### src/rtl/scan_index_seq.sv
// Index sequencer for the 3-to-8 decoder: walks the enabled channels of a
// latched 8-bit mask in ascending order, holding each index for dwell+1 cycles.
module scan_index_seq #(
  parameter int DWELL_W = 8
) (
  input  logic               clk,
  input  logic               rst,
  input  logic               start,
  input  logic               stop,
  input  logic               continuous,
  input  logic [7:0]         ch_mask,
  input  logic [DWELL_W-1:0] dwell,
  output logic [2:0]         idx,
  output logic               idx_valid,
  output logic               step,
  output logic               sweep_done,
  output logic               busy,
  output logic               dbg_state
);

  // Handshake: start is a level sampled only in IDLE on a rising edge; stop is
  // honoured in any state and beats both start and an advance in the same cycle.

  typedef enum logic {IDLE = 1'b0, DWELL = 1'b1} state_t;

  state_t             state_q;
  logic [2:0]         idx_q;
  logic               valid_q;
  logic               step_q;
  logic               done_q;
  logic [DWELL_W-1:0] cnt_q;
  logic [7:0]         mask_q;
  logic [DWELL_W-1:0] dwell_q;
  logic               cont_q;

  // Returns {found, index} of the lowest set bit.
  function automatic logic [3:0] lowest_set(input logic [7:0] m);
    logic [3:0] r;
    r = 4'b0000;
    for (int i = 7; i >= 0; i--) begin
      if (m[i]) r = {1'b1, 3'(i)};
    end
    return r;
  endfunction

  logic [3:0] first_d;
  logic [3:0] next_d;
  logic [3:0] wrap_d;

  always_comb begin
    first_d = lowest_set(ch_mask);
    // 8'hFE << idx keeps only bit positions strictly above the current index.
    next_d  = lowest_set(mask_q & (8'hFE << idx_q));
    wrap_d  = lowest_set(mask_q);
  end

  always_ff @(posedge clk) begin
    if (rst) begin
      state_q <= IDLE;
      idx_q   <= 3'd0;
      valid_q <= 1'b0;
      step_q  <= 1'b0;
      done_q  <= 1'b0;
      cnt_q   <= '0;
      mask_q  <= 8'h00;
      dwell_q <= '0;
      cont_q  <= 1'b0;
    end else begin
      step_q <= 1'b0;
      done_q <= 1'b0;
      case (state_q)
        IDLE: begin
          if (start && !stop && (ch_mask != 8'h00)) begin
            mask_q  <= ch_mask;
            dwell_q <= dwell;
            cont_q  <= continuous;
            idx_q   <= first_d[2:0];
            valid_q <= 1'b1;
            step_q  <= 1'b1;
            cnt_q   <= dwell;
            state_q <= DWELL;
          end
        end
        DWELL: begin
          if (stop) begin
            valid_q <= 1'b0;
            state_q <= IDLE;
          end else if (cnt_q != '0) begin
            cnt_q <= cnt_q - 1'b1;
          end else if (next_d[3]) begin
            idx_q  <= next_d[2:0];
            step_q <= 1'b1;
            cnt_q  <= dwell_q;
          end else begin
            done_q <= 1'b1;
            if (cont_q) begin
              idx_q  <= wrap_d[2:0];
              step_q <= 1'b1;
              cnt_q  <= dwell_q;
            end else begin
              valid_q <= 1'b0;
              state_q <= IDLE;
            end
          end
        end
        default: state_q <= IDLE;
      endcase
    end
  end

  assign idx        = idx_q;
  assign idx_valid  = valid_q;
  assign step       = step_q;
  assign sweep_done = done_q;
  assign busy       = (state_q == DWELL);
  assign dbg_state  = state_q;

endmodule

### config.mk
export PLATFORM = sky130hd
export DESIGN_NAME = scan_index_seq
export DESIGN_NICKNAME = d
export VERILOG_FILES = /design/src/rtl/scan_index_seq.sv
export SDC_FILE = /design/constraint.sdc
export NUM_CORES = 1
export LEC_CHECK = 0
export ABC_AREA = 1
export CORE_ASPECT_RATIO = 0.5
export CORE_MARGIN = 2
export CORE_UTILIZATION = 50
export DETAILED_ROUTE_END_ITERATION = 8
export HOLD_SLACK_MARGIN = 0.08
export PLACE_DENSITY = 0.84
export SLEW_MARGIN = 20
export SYNTH_ARGS = -nofsm -noshare
export SYNTH_HDL_FRONTEND = slang
export SYNTH_SLANG_ARGS = --single-unit
### constraint.sdc
create_clock -name clk -period 3.3 [get_ports clk]
set_input_delay 0.495 -clock clk [delete_from_list [all_inputs] [get_ports clk]]
set_output_delay 0.495 -clock clk [all_outputs]
set_load 0.02 [all_outputs]
Word-level counts from Yosys, hierarchy flattened
Cells that the tools add are included.

Flip-flop bits (word level): 32. Input bits: 21. Word-level logic and storage cells: 83.

$add $sub $neg: 1. Eq/ne operators: 8. Shifts and indexed selects: 1. Multiplexer cells: 52. Bitwise gates (word level): 2. Reduce and logical (&&, ||, !) cells: 10.

Operators by type and width (count): 2-to-1 mux 3 bit (21); 2-to-1 mux 8 bit (5); 2-to-1 mux 4 bit (8); case mux 8 bit (2 select lines) (1); nonzero test 8 bit (2); 2-to-1 mux 1 bit (13); inequality test 3 bit (second input constant) (3); bitwise AND 8 bit (1); AND reduction 4 bit (2); << shifter 8 x 3 -> 8 bit (first input constant) (1); subtractor 8 x 1 -> 8 bit (second input constant) (1); inequality test 2 bit (second input constant) (3); case mux 1 bit (2 select lines) (3); case mux 3 bit (2 select lines) (1); inequality test 4 x 1 -> 1 bit (second input constant) (1); OR reduction 4 bit (1); inequality test 3 x 1 -> 1 bit (second input constant) (1); AND reduction 3 bit (1); logical AND 1 bit (2); AND reduction 2 bit (1); logical NOT 1 bit (1); inverter 1 bit (1).

Depth between registers and ports, before layout
Depth after elaboration: 14. Depth in mapped cells: 12. Depth with buffers taken out: 11.

Worst setup path after synthesis
Ideal clock, no wire load.

Path kind: register to register. From: register idx_q[1], in the netlist idx[1]. To: register cnt_q[7]. Setup time: 0.113 ns. Data arrival time: 1.478 ns. Path slack: 1.709 ns. Stages on the path, launching flop included: 13. Clock period less this slack: 1.591 ns. Cell sequence: dfxtp_1 > inv_1 > nand3_1 > nand2_2 > nor2_4 > inv_2 > nor2_4 > nand3_2 > nand3_4 > buf_8 > nand2_1 > nand2_1 > nor2_1.

Cells in the longest elaborated chain, start to end: 14.

Ends and longest elaborated chain: from (decl) (RTL line 27) `logic [2:0] idx_q;`; from (signal assigned) (RTL line 77) `idx_q <= first_d[2:0];`; from (signal assigned) (RTL line 91) `idx_q <= next_d[2:0];`; from (signal assigned) (RTL line 97) `idx_q <= wrap_d[2:0];`; << shifter 8 x 3 -> 8 bit * (RTL line 53) `next_d = lowest_set(mask_q & (8'hFE << idx_q));`; bitwise AND 8 bit * (RTL line 53); 2-to-1 mux 4 bit (7 in series) (RTL line 41) `if (m[i]) r = {1'b1, 3'(i)};`; 2-to-1 mux 4 bit * (RTL line 41); 2-to-1 mux 8 bit (RTL line 90) `end else if (next_d[3]) begin`; 2-to-1 mux 8 bit (RTL line 88) `end else if (cnt_q != '0) begin`; 2-to-1 mux 8 bit (RTL line 85) `if (stop) begin`; case mux 8 bit (2 select lines) (RTL line 71) `case (state_q)`; to (signal assigned) (RTL line 80) `cnt_q <= dwell;`; to (signal assigned) (RTL line 89) `cnt_q <= cnt_q - 1'b1;`; to (signal assigned) (RTL line 93) `cnt_q <= dwell_q;`; to (decl) (RTL line 31) `logic [DWELL_W-1:0] cnt_q;`.

Mark *: on every way between the ends. The rest lies on a longest branch, timed or not. The select of a mux whose other input is x is not followed. A chain may end at the register's enable or synchronous reset.

Worst setup path in the final report
From: input port ch_mask[6]. To: register idx_q[0], in the netlist idx[0].

Cells in the longest elaborated chain, start to end: 9.

Ends and longest elaborated chain: from (decl) (RTL line 11) `input logic [7:0] ch_mask,`; 2-to-1 mux 3 bit (7 in series) (RTL line 41); 2-to-1 mux 3 bit (RTL line 73) `if (start && !stop && (ch_mask != 8'h00)) begin`; case mux 3 bit (2 select lines) (RTL line 71).

Several ways; a longest one is shown, not always the timed one. The select of a mux whose other input is x is not followed.

==> qor.csv <==
metric,value,unit
pin count of the biggest net entering global routing,28,
"Seq/Total Area, Yosys",34.64,%
Synth top cells by count,"nand2_1, nor2_1, inv_1, dfxtp_1",
total track usage,22.82,%
DRT iter0 DRCs,87,
synth warn,0,
number of synthesized flops with an enable pin,0,
"Arr. time, crit path",2.47,ns
CP required,3.51,ns
Syn Nets,311,
clk_skew,0.001997,ns
Routed WL,4.636,mm
clock slew at reported path FFs,0.07,ns
"Setup violations, final",0,
Async SR Flop Fraction,0,%
CTS hold repair buffers,0,
Buf/Inv on CP,2,
Worst Path Max Fanout,14,
post-synth top area share,34.64,%
RSZ-0062 raised after global routing,false,
HPWL after DPL,3.352,mm
nature of the critical path endpoint,flip-flop,
CP max stage delay,0.47,ns
Rel. slew slack,54.61,%
CTS HTree Levels,2,
Vias/cell,5.371,
top-count cell post-synth,nand2_1,
CTS tree,yes,
total gr overflow,0,
syn avg cell area,6.421,um2
Layout Nets,338,
CP Cell Sequence,clkdlybuf4s50_1 -> nor2_1 -> nand3_1 -> o21bai_2 -> buf_4 -> o21ai_1 -> nand3_1 -> nand2_1 -> a21oi_1,
Root Buffer Master,clkbuf_8,
WL/cell,12.63,um
number of I/O pins,29,
Tcrit/Tclk final,68.49,%
Initial Utilization,52.97,%
"Slowest-stage cell, CP",clkdlybuf4s50_1,
ANT cells,0,
CP Launch Type,input port,
Power Dens Cells,470.4,nW/um2
share of layout cells above drive strength 1,6.329,%
maxcap violations,0,
Port Buffers,28,
number of remaining DRC errors,0,
Crit path max-delay family,buffers and inverters,
Synth Cell Area,1849,um2
Synth Register Bits,32,
vias in the first global route,1732,
ys flop type,dfxtp_1,
Die W,90.01,um
area grow syn2layout,21.24,%
# rows,15,
core outline area,3491,um2
Mapped Cells,288,
placer congestion estimate,0.8798,
Leak Pwr,1.001,nW
DR vias,1971,
Clock Sinks,32,
Worst-Margin Slew,0.6767,ns
Die ar.,4231,um2
dpl cells,359,
final cell count without fillers,367,
fmax,0.4425,GHz
Worst Hold Class,flip-flop to flip-flop,
initial antenna violation count,0,
"area leader, netlist",dfxtp_1,
total CTS buffers,5,
"antenna viol nets, final",0,
1st-pass router iterations,5,
Final min period,2.260,ns
first-pass GRT wire length,7.507,mm
PostCTS Resize Cnt,0,
main area contributors after synthesis,"dfxtp_1, nand2_1, nand3_1",
setup TNS,0,ns
"most used cell, CP",nand3_1,
post-synth cell types,28,
DIE HEIGHT,47.01,um
postcts setup bufs,0,
Clock Tree Buf Depth,2,
Worst VDD drop,0.2443,mV
run status,"complete, no violations",
Final Hold Vio Count,0,
"Clk Latency, worst-skew pair",0.29,ns
max-slew violations,0,
Setup CP Type,input port to flip-flop,
kinds of logic after synthesis:
logic type	Yosys count	synth area share (%)
and+or+nand+nor	135	32.61
AOI/OAI and AO/OA	69	20.23
buffers and inverters	50	11.16
DFF	32	34.64
adders and majority gates	2	1.353
cell type report:
class / instances / area, um2
Timing Repair Buffer: 30 / 295.3
Tap cell: 51 / 63.81
Multi-Input combinational cell: 206 / 1002
Inverter: 40 / 150.1
Sequential cell: 32 / 640.6
Fill cell: 322 / 1249
Clock buffer: 8 / 90.09
metal layers:
metal  global-route usage [%]  part of all wire, %
met1                    26.25                   44
met2                    43.16                   49
met3                    6.581                  5.8
met4                    8.308                  1.8
met5                        0                    0
report_power, final:
group / switching [W] / leakage (nW) / internal [W]
registers: 0.0000212 / 0.263 / 0.000417
logic: 0.000185 / 0.693 / 0.000114
clock network: 0.000147 / 0.0455 / 0.000170
worst register-to-register path, stage by stage, from the launching register on:
cell      delay [ns]
dfxtp_1         0.31
inv_1           0.28
nand3_1         0.10
o21bai_2        0.32
buf_4           0.24
o21ai_1         0.08
nand3_1         0.14
o21ai_0         0.17
nor2_1          0.05
final timing paths:
kind / from / to / slack (ns) / depth (start not counted)
worst min register to register: dwell_q[7] / dwell_q[7] / 0.48 / 2
worst max-delay path: ch_mask[6] / idx[0] / 1.04 / 9
worst max register to register: busy / idx[2] / 1.49 / 8
worst min-delay path: dwell_q[7] / dwell_q[7] / 0.48 / 2
per-stage QoR:
step	hold slack, ns	utilization (%)	total power (W)	setup WS [ns]	instance area [um2]
6_report	0.4799	64.23	0.001055	1.040	2242
5_1_grt	0.4824	64.23	0.001112	0.9031	2242
4_1_cts	0.4741	64.23	0.001053	1.090	2242
3_5_place_dp	0.4647	61.65	0.0007394	0.8061	2152
3_3_place_gp	0.4580	61.65	0.0007317	0.9399	2152
2_1_floorplan	0.4375	-	0.0006575	1.709	1849
registers in the layout (all words and copies together) (netlist names):
name	count
mask_q	8
sweep_done	1
cnt_q	8
step	1
dwell_q	8
cont_q	1
idx	3
idx_valid	1
busy	1
cell usage in the layout (no fill, tap or decap), types with 5 or more instances in the layout:
master | Yosys | final
nand2_1 | 58 | 58
nor2_1 | 36 | 36
o21ai_1 | 8 | 8
clkbuf_8 | 0 | 6
inv_1 | 35 | 35
o211ai_1 | 5 | 5
o21ai_0 | 28 | 28
clkdlybuf4s50_1 | 0 | 28
nand3_1 | 28 | 28
a21oi_1 | 23 | 23
dfxtp_1 | 32 | 32
Power figures use the tool's default switching activity.
